### config.mk
export PLATFORM = sky130hd
export DESIGN_NAME = elevator_car_ctrl
export DESIGN_NICKNAME = d
export VERILOG_FILES = /design/src/rtl/elevator_pkg.sv /design/src/rtl/cycle_timer.sv /design/src/rtl/elevator_car_ctrl.sv
export SDC_FILE = /design/constraint.sdc
export NUM_CORES = 1
export LEC_CHECK = 0
export CORE_MARGIN = 4
export CORE_UTILIZATION = 63
export DETAILED_ROUTE_END_ITERATION = 6
export DONT_BUFFER_PORTS = 1
export PLACE_DENSITY = 0.79
export SETUP_SLACK_MARGIN = 0.3
export SYNTH_ARGS = -nofsm -noshare
export SYNTH_HDL_FRONTEND = slang
export SYNTH_SLANG_ARGS = --single-unit
### constraint.sdc
create_clock -name Clock -period 3.7 [get_ports Clock]
set_input_delay 0.37 -clock Clock [delete_from_list [all_inputs] [get_ports Clock]]
set_output_delay 0.37 -clock Clock [all_outputs]
set_load 0.1 [all_outputs]
### src/rtl/elevator_pkg.sv
// rtl/elevator_pkg.sv - shared types, default sizing and floor mask helpers for the elevator car controller
package elevator_pkg;

  localparam int DEF_NUM_FLOORS    = 6;
  localparam int DEF_TRAVEL_CYCLES = 50;
  localparam int DEF_DOOR_CYCLES   = 100;

  typedef enum logic [1:0] {
    S_IDLE      = 2'd0,
    S_MOVE_UP   = 2'd1,
    S_MOVE_DOWN = 2'd2,
    S_DOOR_OPEN = 2'd3
  } car_state_t;

  typedef enum logic {
    DIR_UP   = 1'b0,
    DIR_DOWN = 1'b1
  } dir_t;

  // Masks are always 8 wide; floors beyond NUM_FLOORS see zero request bits.
  function automatic logic [7:0] above_mask(input logic [2:0] floor);
    logic [7:0] m;
    for (int f = 0; f < 8; f++) begin
      m[f] = (f > int'(floor));
    end
    return m;
  endfunction

  function automatic logic [7:0] below_mask(input logic [2:0] floor);
    logic [7:0] m;
    for (int f = 0; f < 8; f++) begin
      m[f] = (f < int'(floor));
    end
    return m;
  endfunction

endpackage

### src/rtl/cycle_timer.sv
// rtl/cycle_timer.sv - down-counter timing both travel hops and door dwell
module cycle_timer #(
  parameter int W = 8
) (
  input  logic         Clock,
  input  logic         Reset,
  input  logic         load,
  input  logic [W-1:0] load_val,
  input  logic         enable,
  output logic         expire
);

  logic [W-1:0] count;

  // Loading N-1 makes the interval last N cycles, ending on the expire cycle.
  always_ff @(posedge Clock or negedge Reset) begin
    if (!Reset) begin
      count <= '0;
    end else if (load) begin
      count <= load_val;
    end else if (enable && (count != '0)) begin
      count <= count - 1'b1;
    end
  end

  assign expire = enable && (count == '0);

endmodule

### src/rtl/elevator_car_ctrl.sv
// rtl/elevator_car_ctrl.sv - single-car elevator controller with direction-preferring request service
module elevator_car_ctrl
  import elevator_pkg::*;
#(
  parameter int NUM_FLOORS    = DEF_NUM_FLOORS,
  parameter int TRAVEL_CYCLES = DEF_TRAVEL_CYCLES,
  parameter int DOOR_CYCLES   = DEF_DOOR_CYCLES
) (
  input  logic                  Clock,
  input  logic                  Reset,
  input  logic [NUM_FLOORS-1:0] req,
  output logic [NUM_FLOORS-1:0] done,
  output logic [2:0]            cur_floor,
  output logic                  moving_up,
  output logic                  moving_down,
  output logic                  door_open
);

  localparam int MAX_CYC = (TRAVEL_CYCLES > DOOR_CYCLES) ? TRAVEL_CYCLES : DOOR_CYCLES;
  localparam int TW      = $clog2(MAX_CYC + 1);

  car_state_t            state;
  car_state_t            nxt_state;
  dir_t                  dir;
  logic [7:0]            req_ext;
  logic [2:0]            ev_floor;
  logic [2:0]            nxt_floor;
  logic                  here;
  logic                  any_above;
  logic                  any_below;
  logic                  tmr_load;
  logic [TW-1:0]         tmr_val;
  logic                  tmr_expire;
  logic [NUM_FLOORS-1:0] done_nxt;

  // While moving, requests are judged from the floor being arrived at.
  always_comb begin
    req_ext = '0;
    req_ext[NUM_FLOORS-1:0] = req;
    case (state)
      S_MOVE_UP:   ev_floor = cur_floor + 3'd1;
      S_MOVE_DOWN: ev_floor = cur_floor - 3'd1;
      default:     ev_floor = cur_floor;
    endcase
    here      = req_ext[ev_floor];
    any_above = |(req_ext & above_mask(ev_floor));
    any_below = |(req_ext & below_mask(ev_floor));
  end

  always_comb begin
    nxt_state = state;
    nxt_floor = cur_floor;
    case (state)
      S_IDLE: begin
        if (here) begin
          nxt_state = S_DOOR_OPEN;
        end else if (any_above && ((dir == DIR_UP) || !any_below)) begin
          nxt_state = S_MOVE_UP;
        end else if (any_below) begin
          nxt_state = S_MOVE_DOWN;
        end
      end
      S_MOVE_UP, S_MOVE_DOWN: begin
        if (tmr_expire) begin
          nxt_floor = ev_floor;
          if (here) begin
            nxt_state = S_DOOR_OPEN;
          end else if ((state == S_MOVE_UP) ? any_above : any_below) begin
            nxt_state = state;
          end else begin
            nxt_state = S_IDLE;
          end
        end
      end
      S_DOOR_OPEN: begin
        if (tmr_expire) begin
          nxt_state = S_IDLE;
        end
      end
      default: nxt_state = S_IDLE;
    endcase

    tmr_load = (state == S_IDLE) || tmr_expire;
    tmr_val  = (nxt_state == S_DOOR_OPEN) ? TW'(DOOR_CYCLES - 1) : TW'(TRAVEL_CYCLES - 1);

    for (int f = 0; f < NUM_FLOORS; f++) begin
      done_nxt[f] = (nxt_state == S_DOOR_OPEN) && (nxt_floor == 3'(f));
    end
  end

  cycle_timer #(
    .W(TW)
  ) u_timer (
    .Clock    (Clock),
    .Reset    (Reset),
    .load     (tmr_load),
    .load_val (tmr_val),
    .enable   (state != S_IDLE),
    .expire   (tmr_expire)
  );

  always_ff @(posedge Clock or negedge Reset) begin
    if (!Reset) begin
      state       <= S_IDLE;
      dir         <= DIR_UP;
      cur_floor   <= 3'd0;
      done        <= '0;
      moving_up   <= 1'b0;
      moving_down <= 1'b0;
      door_open   <= 1'b0;
    end else begin
      state       <= nxt_state;
      cur_floor   <= nxt_floor;
      done        <= done_nxt;
      moving_up   <= (nxt_state == S_MOVE_UP);
      moving_down <= (nxt_state == S_MOVE_DOWN);
      door_open   <= (nxt_state == S_DOOR_OPEN);
      if (nxt_state == S_MOVE_UP) begin
        dir <= DIR_UP;
      end else if (nxt_state == S_MOVE_DOWN) begin
        dir <= DIR_DOWN;
      end
    end
  end

endmodule

==> impl_metrics.yaml <==
synth:
  synth_top_flop_cell: "dfrtp_1"
  synth_mux_area_share_pct: 5.30
  yosysMostFrequentCell: "dfrtp_1"
  synth_area_leaders: "dfrtp_1, ha_1, nor2_1, mux2i_1, nand2_1"
  yosysSeqAreaShare_pct: 33.8
  yosysWarnings: 0
  ys_top_cells_by_count: "dfrtp_1, nor2_1, nand2_1"
  syn_nets: 186
  syn_area_per_cell_sq_um: 9.88
  synthSimpleGateAreaFrac_pct: 21.8
  synthXorXnorAreaFrac_pct: 3.76
  netlist.area_leader.share_pct: 33.8
  synthAdderAreaFrac_pct: 10.4
  synthArstFlopShare_pct: 100
  yosys.area.top_type: "dfrtp_1"
  ys_ff_latch: 22
  synth_compound_area_share_pct: 20.4
  yosysUniqueCellTypes: 56
  synth_edf_count: 0
  synth_top_family_by_area: "simple AND/OR/NAND/NOR gates"
  syn-instance-count: 165
  synthesis.area_sq_mm: 0.00163
floorplanning:
  start_util_pct: 65.8
  core_sq_mm: 0.00248
  die_y_um: 58.9
  num_rows: 18
  ioPinCount: 20
  dieWidth_um: 58.9
  die-area_sq_mm: 0.00347
worst_setup_path:
  arrival_ns: 3.55
  crit_chain: "inv_4, ha_4, fa_2, xnor2_4, or3_4, a32oi_4, or3_4, nand3_2, a221oi_2, ha_2, inv_2, or2_1, nor2_1"
  reg2reg_slack_ns: 0.38
  critPathLaunchType: "flop"
  crit_fanout: 6
  crit_path_end_kind: "flop"
  max_stage_delay_ns: 0.45
  crit_top_cell: "or3_4"
  r2r_end: "done[0]$_DFF_PN0_"
  worstSetupPathType: "reg -> reg"
  required_ns: 3.94
  crit_buf_inv: 2
  ff2ff_path_depth: 13
  crit_family: "simple AND/OR/NAND/NOR gates"
  worstReg2RegStart: "state[0]$_DFF_PN0_"
  slowest_stage: "dfrtp_1"
timing:
  slew_headroom_pct: 36.2
  period_needed_ns: 3.32
  skew_ns: 0.00232
  hold_viol: 0
  drv_slew: 0
  fin_crit_sh_pct: 89.6
  rsz0062_at_grt: "true"
  tns_ns: 0
  worstMarginPinSlew_ns: 0.953
  max_freq_mhz: 302
  setup_violations: 0
routing:
  drtIter0Drc: 127
  drc: 0
  drt-total-wl_mm: 3.63
  routedWlPerCell_um: 17.6
  viasPerCell: 6.38
  dr_total_vias: 1314
  drt_pass1_iterations: 4
  ant_nets: 0
final_layout:
  multi_input_area_sq_mm: 0.00111
  n_antenna_cell: 0
  drive_gt1_share_pct: 30.1
  regArea_sq_um: 553
  fill_cells: 154
  nets: 198
  areaGrowthSynthToFinish_pct: 14.0
placement:
  gp_congestion: 0.861
  hpwlAfterDp_mm: 2.54
  io_buffers: 0
min_path:
  whs_path_depth: 1
  min_path_type: "reg -> reg"
  hold_start: "u_timer.count[0]$_DFFE_PN0P_"
  hold_end: "u_timer.count[0]$_DFFE_PN0P_"
run_status:
  status: "finished, final reports clean"
global_route:
  grt_pass1_wl_mm: 5.42
  track_usage_pct: 20.4
  grt_pass1_vias: 1216
  grt_max_degree: 23
  overflow: 0
  antenna_found_initial: 0
job:
  cap_violations: 0
cts:
  cts-buffers-inserted: 3
  tritoncts: "done"
  h-tree-depth: 1
  clk_latency_ns: 0.30
  cts_sinks: 22
  clockRootBuffer: "clkbuf_4"
  clk_pin_slew_ns: 0.11
  clock_path_buffers: 2
[flip-flops by register name, summed over array words and instances (netlist names)]
name,cells
dir,1
u_timer.count,7
done,6
state,2
door_open,1
moving_up,1
moving_down,1
cur_floor,3
[stage by stage]
step	hold WS [ns]	std cells	cell area (sq um)	util, %	setup slack, ns
3_5_place_dp	0.0749	197	1680	67.7	0.0824
4_1_cts	0.472	202	1740	70.3	0.309
5_1_grt	0.511	206	1860	75.1	0.170
2_1_floorplan	0.0744	165	1630	-	0.304
6_report	0.464	206	1860	75.1	0.384
3_3_place_gp	0.0749	197	1680	67.7	0.242
[cell usage in the layout, fill, tap and decap left out, types with 2 or more instances in the layout]
cell / instances
dfrtp_1: 20
nor3_1: 4
mux2i_1: 6
a221oi_2: 2
xnor2_1: 4
inv_4: 2
or2_1: 3
xor2_1: 2
a221o_1: 2
clkbuf_4: 3
buf_4: 10
o32ai_2: 2
nand3_1: 3
ha_1: 10
or3_4: 2
o22ai_1: 2
nand2_1: 14
o21ai_0: 3
inv_2: 2
nor2_1: 18
a21oi_2: 3
dfrtp_2: 2
o21ai_1: 2
a21oi_1: 9
a211oi_2: 2
o21ai_4: 2
inv_1: 5
[area by class of cell]
type                            instances  share of cell area [%]
Multi-Input combinational cell        130                    59.6
Sequential cell                        22                    29.7
Timing Repair Buffer                   11                    4.58
Inverter                                9                    2.09
Tap cell                               30                    2.02
Clock buffer                            4                    1.95
[layer usage]
layer  global-route usage [%]  wire length [um]  up-vias
li1                         -                 -      616
met1                     24.8              1510      647
met2                     36.1              1890       45
met3                     4.61               184        6
met4                     5.50                53        0
met5                        0                 0        -
[worst max-delay path by stage]
stage / from / end / slack (ns) / depth (start not counted)
floorplan: cur_floor[1]$_DFF_PN0_ / done[0]$_DFF_PN0_ / 0.30 / 11
global placement: state[0]$_DFF_PN0_ / done[0]$_DFF_PN0_ / 0.24 / 13
detailed placement: state[0]$_DFF_PN0_ / done[0]$_DFF_PN0_ / 0.08 / 13
CTS: state[0]$_DFF_PN0_ / dir$_DFFE_PN0P_ / 0.31 / 13
global route: state[0]$_DFF_PN0_ / done[0]$_DFF_PN0_ / 0.17 / 13
finish: state[0]$_DFF_PN0_ / done[0]$_DFF_PN0_ / 0.38 / 13
[what timing repair did]
| action | in CTS | in global routing |
|---|---|---|
| pin swaps | 0 | 14 |
| gates resized for setup | 7 | 15 |
| buffers inserted | 0 | 4 |
| hold buffers | 1 | 0 |
| setup endpoints to repair | 9 | 4 |
| hold endpoints to repair | 22 | 0 |
| gates cloned | 0 | 0 |
[logic make-up (layout without fill, tap and decap cells)]
group / after synthesis / after routing
AND/OR/NAND/NOR: 61 / 61
multiplexers: 8 / 8
buffers and inverters: 13 / 24
AO/OA/AOI/OAI: 41 / 41
XOR/XNOR: 7 / 7
flip-flops: 22 / 22
adder cells (fa/ha/maj): 13 / 13
Power is not shown: default switching activity piles up to over one toggle a cycle in this logic, so the estimate is an artifact.
==> RTL edit 1: new RTL, same settings <==
Change the package constant `DEF_TRAVEL_CYCLES` from 50 to 100.
--- a/src/rtl/elevator_pkg.sv
+++ b/src/rtl/elevator_pkg.sv
@@ -2,7 +2,7 @@
 package elevator_pkg;
 
   localparam int DEF_NUM_FLOORS    = 6;
-  localparam int DEF_TRAVEL_CYCLES = 50;
+  localparam int DEF_TRAVEL_CYCLES = 100;
   localparam int DEF_DOOR_CYCLES   = 100;
 
   typedef enum logic [1:0] {
Behaviour: same outputs for any inputs over 10 cycles, from zero or initial values and one cycle with Reset low; that may be too few to reach the edited logic, so the function may still have changed.
==> RTL edit 1 against the original RTL <==
- via count grew 11%
- design area grew 1.7%
- die area grew 0.73%
- synthesized area grew 0.84%
- worst hold slack gained 0.0048 ns
- wire length grew 14%
- first-iteration DRC count shrank 53%
- sequential cell count is the same
- setup slack lost 0.070 ns
- critical path type unchanged
- highest routed layer unchanged
==> RTL edit 1: results (changes against the original RTL) <==
Parameter                              Value

Run status
  Result of the run    complete, no violations

GRT
  Global routing met3 resource utilization    0.0610 (+0.0149)
  Global-route wire length before repair    6.44 mm (+19%)
  Met2 Use GR    0.440 (+0.0789)
  Most Used Layer, Global Route    met2
  Number of global-route vias before repair    1421 (+17%)
  Largest net degree at the start of global routing    24 (+4.3%)
  Met1 Track Usage GR    0.281 (+0.0329)
  Overall fraction of global-route tracks in use    0.246 (+0.0417)
  Number of antenna violations at the first check in global routing    0 (unchanged)

Drt
  Vias/cell    6.57 (+3.0%)
  Count of vias placed by the detailed router    1452 (+11%)
  Detailed-router iteration count before antenna repair    4 (unchanged)
  DRC violation total after the first TritonRoute iteration    60 (-53%)
  WL final    4.14 mm (+14%)

Synthesis
  Most common library cells after synthesis    sky130_fd_sc_hd__dfrtp_1 (22), sky130_fd_sc_hd__nor2_1 (15), sky130_fd_sc_hd__nand2_1 (13)
  Post-synthesis adder-cell area fraction    0.0959 (-0.00848)
  Mapped Cells    173 (+4.8%)
  Share of the synthesized netlist area taken by xor and xnor gates    0.0616 (+0.0240)
  Seq/Total Area, Yosys    0.335 (-0.00283)
  Asr flop ratio synth    1.00 (unchanged)
  Most common flop cell mapped by yosys    sky130_fd_sc_hd__dfrtp_1
  Total nets after synthesis    193 (+3.8%)
  Count of different cell masters after synthesis    53 (-5.4%)
  Number of warnings printed during yosys synthesis    0 (unchanged)
  Fraction of the mapped netlist area in compound gates    0.186 (-0.0185)
  Post-synthesis mux area share    0.0616 (+0.00869)
  Cell types with the largest area share after synthesis    sky130_fd_sc_hd__dfrtp_1 (33%), sky130_fd_sc_hd__ha_1 (8.4%), sky130_fd_sc_hd__mux2i_1 (5.5%), sky130_fd_sc_hd__nor2_1 (3.4%), sky130_fd_sc_hd__nand2_1 (3.0%)

Layout
  Nets    212 (+7.1%)
  Register with the most flip-flops    u_timer.count
  Ant diodes    0 (unchanged)
  Share of cells above drive strength 1    0.251 (-0.0498)
  Total of fill cells in the finished design    171 (+11%)

Clock tree
  Buffer levels on the longest clock path    2 (unchanged)
  Clock root cell    sky130_fd_sc_hd__clkbuf_4
  Clock slew seen by the registers of the worst setup and hold paths    0.11 ns (about the same)
  TritonCTS buffer count    3 (unchanged)

Timing
  Slew margin rel.    0.370 (+0.00805)
  Worst clock skew    0.00783 ns (+0.00551 ns)
  WHS    0.469 ns (+0.00482 ns)

Place
  Detail Placement HPWL    2.82 mm (+11%)
  Placer Congestion    0.887 (+3.0%)
  Cell count after placement    204 (+3.6%)

Power and ir drop
  Switch share    0.500
  Maximum VDD drop    0.000818 V

Critical path
  CP Max Fanout    4 (-2)
  Arrival time at the worst endpoint    3.61 ns (+0.06 ns)
  Worst-case register-to-register setup slack    0.31 ns (-0.07 ns)
[RTL edit 1: cell types whose count changed in the layout (fill, tap and decap cells not counted), sizes merged, moves of 3 or more]
cell and delta:
o32ai -3, buf +9, a21oi -4, nor2 -5, inv +3, or3 -3
mux2i +3, nand2b +4, nand3b +3
[RTL edit 1: through the flow]
stage | cell area, um^2 | utilization | setup slack (ns) | TNS (ns)
2_1_floorplan | 1650 | - | 0.316 | 0
3_3_place_gp | 1700 | 0.685 | 0.170 | 0
3_5_place_dp | 1700 | 0.685 | -0.119 | -0.119
4_1_cts | 1810 | 0.729 | 0.305 | 0
5_1_grt | 1890 | 0.764 | 0.188 | 0
6_report | 1890 | 0.764 | 0.315 | 0
[RTL edit 1: power by group through the flow]
stage | clock, uW | sequential [uW] | combinational, uW
finish | 111 | 457 | 1240
global route | 122 | 464 | 1320
CTS | 113 | 450 | 1060
detailed placement | 0 | 461 | 947
global placement | 0 | 458 | 885
floorplan | 0 | 454 | 755
[RTL edit 1: logic make-up after synthesis]
group	count (synthesis)
AOI/OAI and AO/OA	39
xor gates and xnor gates	9
adders and majority gates	12
buffers and inverters	18
DFF	22
muxes	10
and+or+nand+nor	63
[RTL edit 1: final cells by class]
type                    count  area, um^2  share of cell area
well taps                  30        37.5              0.0198
flip-flops and latches     22         553               0.292
repair buffers             20         153              0.0807
multi-input cells         133        1070               0.568
clock buffers               4        26.3              0.0139
inverters                  12        47.5              0.0251
[RTL edit 1: routing by layer]
layer	vias up	share of wire
li1	660	-
met3	21	0.069
met4	0	0.040
met2	70	0.48
met1	701	0.41
met5	-	0
[RTL edit 1: what timing repair did]
action | CTS | global route
endpoints found under the setup margin | 7 | 3
hold buffers | 1 | 0
resized for setup | 8 | 10
pin swaps | 6 | 11
buffers inserted | 7 | 5
hold endpoints to repair | 22 | 0
[RTL edit 1: final timing paths]
path	end	cells past startpoint
min	u_timer.count[0]	1
max reg2reg	done[0]	14
min in group asynchronous	done[5]	1
min reg2reg	u_timer.count[0]	1
max	done[0]	14
max in group asynchronous	cur_floor[0]	1
[RTL edit 1: critical path, stage by stage (launching register included)]
cell and delay, ns:
sky130_fd_sc_hd__dfrtp_1 0.43, sky130_fd_sc_hd__inv_4 0.07, sky130_fd_sc_hd__ha_4 0.17, sky130_fd_sc_hd__fa_2 0.58
sky130_fd_sc_hd__buf_4 0.13, sky130_fd_sc_hd__nand3b_1 0.11, sky130_fd_sc_hd__o21ai_1 0.10, sky130_fd_sc_hd__o31a_1 0.31
sky130_fd_sc_hd__and2_4 0.15, sky130_fd_sc_hd__a22o_1 0.21, sky130_fd_sc_hd__a221oi_2 0.34, sky130_fd_sc_hd__ha_2 0.28
sky130_fd_sc_hd__inv_2 0.04, sky130_fd_sc_hd__or2_4 0.24, sky130_fd_sc_hd__nor2_4 0.15
==> RTL edit 2: new RTL, same settings <==
Without the edit above. The output `done` loses its register stage (`done` becomes a continuous assignment).
--- a/src/rtl/elevator_car_ctrl.sv
+++ b/src/rtl/elevator_car_ctrl.sv
@@ -104,14 +104,12 @@
       state       <= S_IDLE;
       dir         <= DIR_UP;
       cur_floor   <= 3'd0;
-      done        <= '0;
       moving_up   <= 1'b0;
       moving_down <= 1'b0;
       door_open   <= 1'b0;
     end else begin
       state       <= nxt_state;
       cur_floor   <= nxt_floor;
-      done        <= done_nxt;
       moving_up   <= (nxt_state == S_MOVE_UP);
       moving_down <= (nxt_state == S_MOVE_DOWN);
       door_open   <= (nxt_state == S_DOOR_OPEN);
@@ -123,5 +121,7 @@
     end
   end
 
+  assign done = done_nxt;
+
 endmodule
 
Formal check against the unedited RTL: not equivalent (a bounded check fails within 4 cycles, from zero or initial values and one cycle with Reset low).
==> RTL edit 2 against the original RTL <==
- setup slack lost 0.92 ns
- sequential cell count decreased by 6
- the run now ends with setup timing left
- design area is 16% higher
- synthesized area fell by 5.4%
- non-clock buffer count grew 28
- wire length is 52% higher
- global-route usage rose by 7.2 points
- largest cell class unchanged
- critical endpoint is now done[1]
Power is left out: it rests on default switching activity, and per cell area and clock period it moved more than threefold.
==> RTL edit 2: results (changes against the original RTL) <==
Parameter                              Value

Run status
  Result of the run    finished, violations left
  Violated checks    setup timing

Synthesis
  Total nets after synthesis    181 (-2.7%)
  Mapped Cells    160 (-3.0%)
  Seq/Total Area, Yosys    0.260 (-0.0782)
  Cell types with the largest area share after synthesis    sky130_fd_sc_hd__dfrtp_1 (26%), sky130_fd_sc_hd__ha_1 (9.7%), sky130_fd_sc_hd__mux2i_1 (5.2%), sky130_fd_sc_hd__xnor2_1 (4.0%), sky130_fd_sc_hd__a2111oi_4 (3.6%)
  Count of different cell masters after synthesis    52 (-7.1%)

Place
  Cell count after placement    207 (+5.1%)
  Area post-placement    0.00187 mm^2 (+12%)
  Detail Placement HPWL    2.77 mm (+9.3%)
  Worst setup slack after placement    -0.156 ns (-0.238 ns)
  Placer Congestion    0.888 (+3.2%)

GRT
  Overall fraction of global-route tracks in use    0.276 (+0.0721)
  Largest net degree at the start of global routing    17 (-26%)
  Number of global-route vias before repair    1472 (+21%)

Layout
  Share of cells above drive strength 1    0.464 (+0.163)
  Nets    218 (+10%)

Drt
  Wire length per cell    24.7 um (+40%)
  DRC violation total after the first TritonRoute iteration    138 (+8.7%)
  Count of vias placed by the detailed router    1568 (+19%)

Timing
  Slew margin rel.    0.415 (+0.0522)
  WHS    0.547 ns (+0.0834 ns)
  Setup TNS after final layout    -2.72 ns (-2.72 ns)
  Final setup vio count    7 (+7)
  Worst setup margin    -0.533 ns (-0.917 ns)

Critical path
  Arrival time at the worst endpoint    3.86 ns (+0.31 ns)
  Depth of the worst register-to-register path    14 (+1)
  CP Max Fanout    5 (-1)
  R2r endpoint    dir
  Worst path max stage delay    0.52 ns (+0.07 ns)
  Worst-case register-to-register setup slack    -0.04 ns (-0.42 ns)

Clock tree
  Buffer count from post-CTS setup fixing    8 (+8)
  CTS-repair resized insts    12 (+5)
  Clock latency at the later pin of the worst-skew pair    0.32 ns (+0.02 ns)
==> RTL edit 2: cell types whose count changed after synthesis, sizes merged, moves of 4 or more <==
cell    unedited run  this run
dfrtp             22        16
nand2             14        10
nand2b             1         7
nor2              20        13
==> RTL edit 2: area by class of cell <==
type / count / area (um^2)
clock buffers: 4 / 36.3
fillers: 66 / 118
inverters: 10 / 37.5
multi-input cells: 127 / 1240
flip-flops and latches: 16 / 409
well taps: 28 / 35.0
repair buffers: 39 / 400
==> RTL edit 2: cell families (layout without fill, tap and decap cells) <==
kind of cell	Yosys count	after routing	share of synthesized area
multiplexers	9	9	0.0592
adder cells (fa/ha/maj)	13	13	0.110
XOR/XNOR	10	10	0.0665
AO/OA/AOI/OAI	43	43	0.235
flip-flops	16	16	0.260
buffers and inverters	17	53	0.0762
AND/OR/NAND/NOR	52	52	0.193
==> RTL edit 2: routing by layer <==
metal / vias to the layer above / GRT usage / share of wire
met4: 0 / 0.166 / 0.067
met3: 44 / 0.0566 / 0.076
met1: 757 / 0.305 / 0.36
met2: 120 / 0.482 / 0.50
met5: - / 0 / 0
li1: 647 / - / -
==> RTL edit 2: worst max-delay path, delay by kind of cell, from the launching register on <==
kind | cells | cell delay, ns
DFF | 1 | 0.40
buffers and inverters | 3 | 0.31
adders and majority gates | 3 | 0.91
AOI/OAI and AO/OA | 3 | 0.84
and+or+nand+nor | 5 | 1.08
==> RTL edit 2: worst max-delay path by stage <==
stage                            start      end  slack (ns)  cells after the start
final                         state[0]  done[1]       -0.53                     14
after global routing          state[0]  done[1]       -0.63                     14
after CTS                     state[0]  done[1]       -0.33                     13
after detailed placement      state[1]  done[1]       -0.16                     13
after global placement        state[1]  done[1]       -0.02                     12
after floorplan           cur_floor[1]  done[0]       -0.29                     10
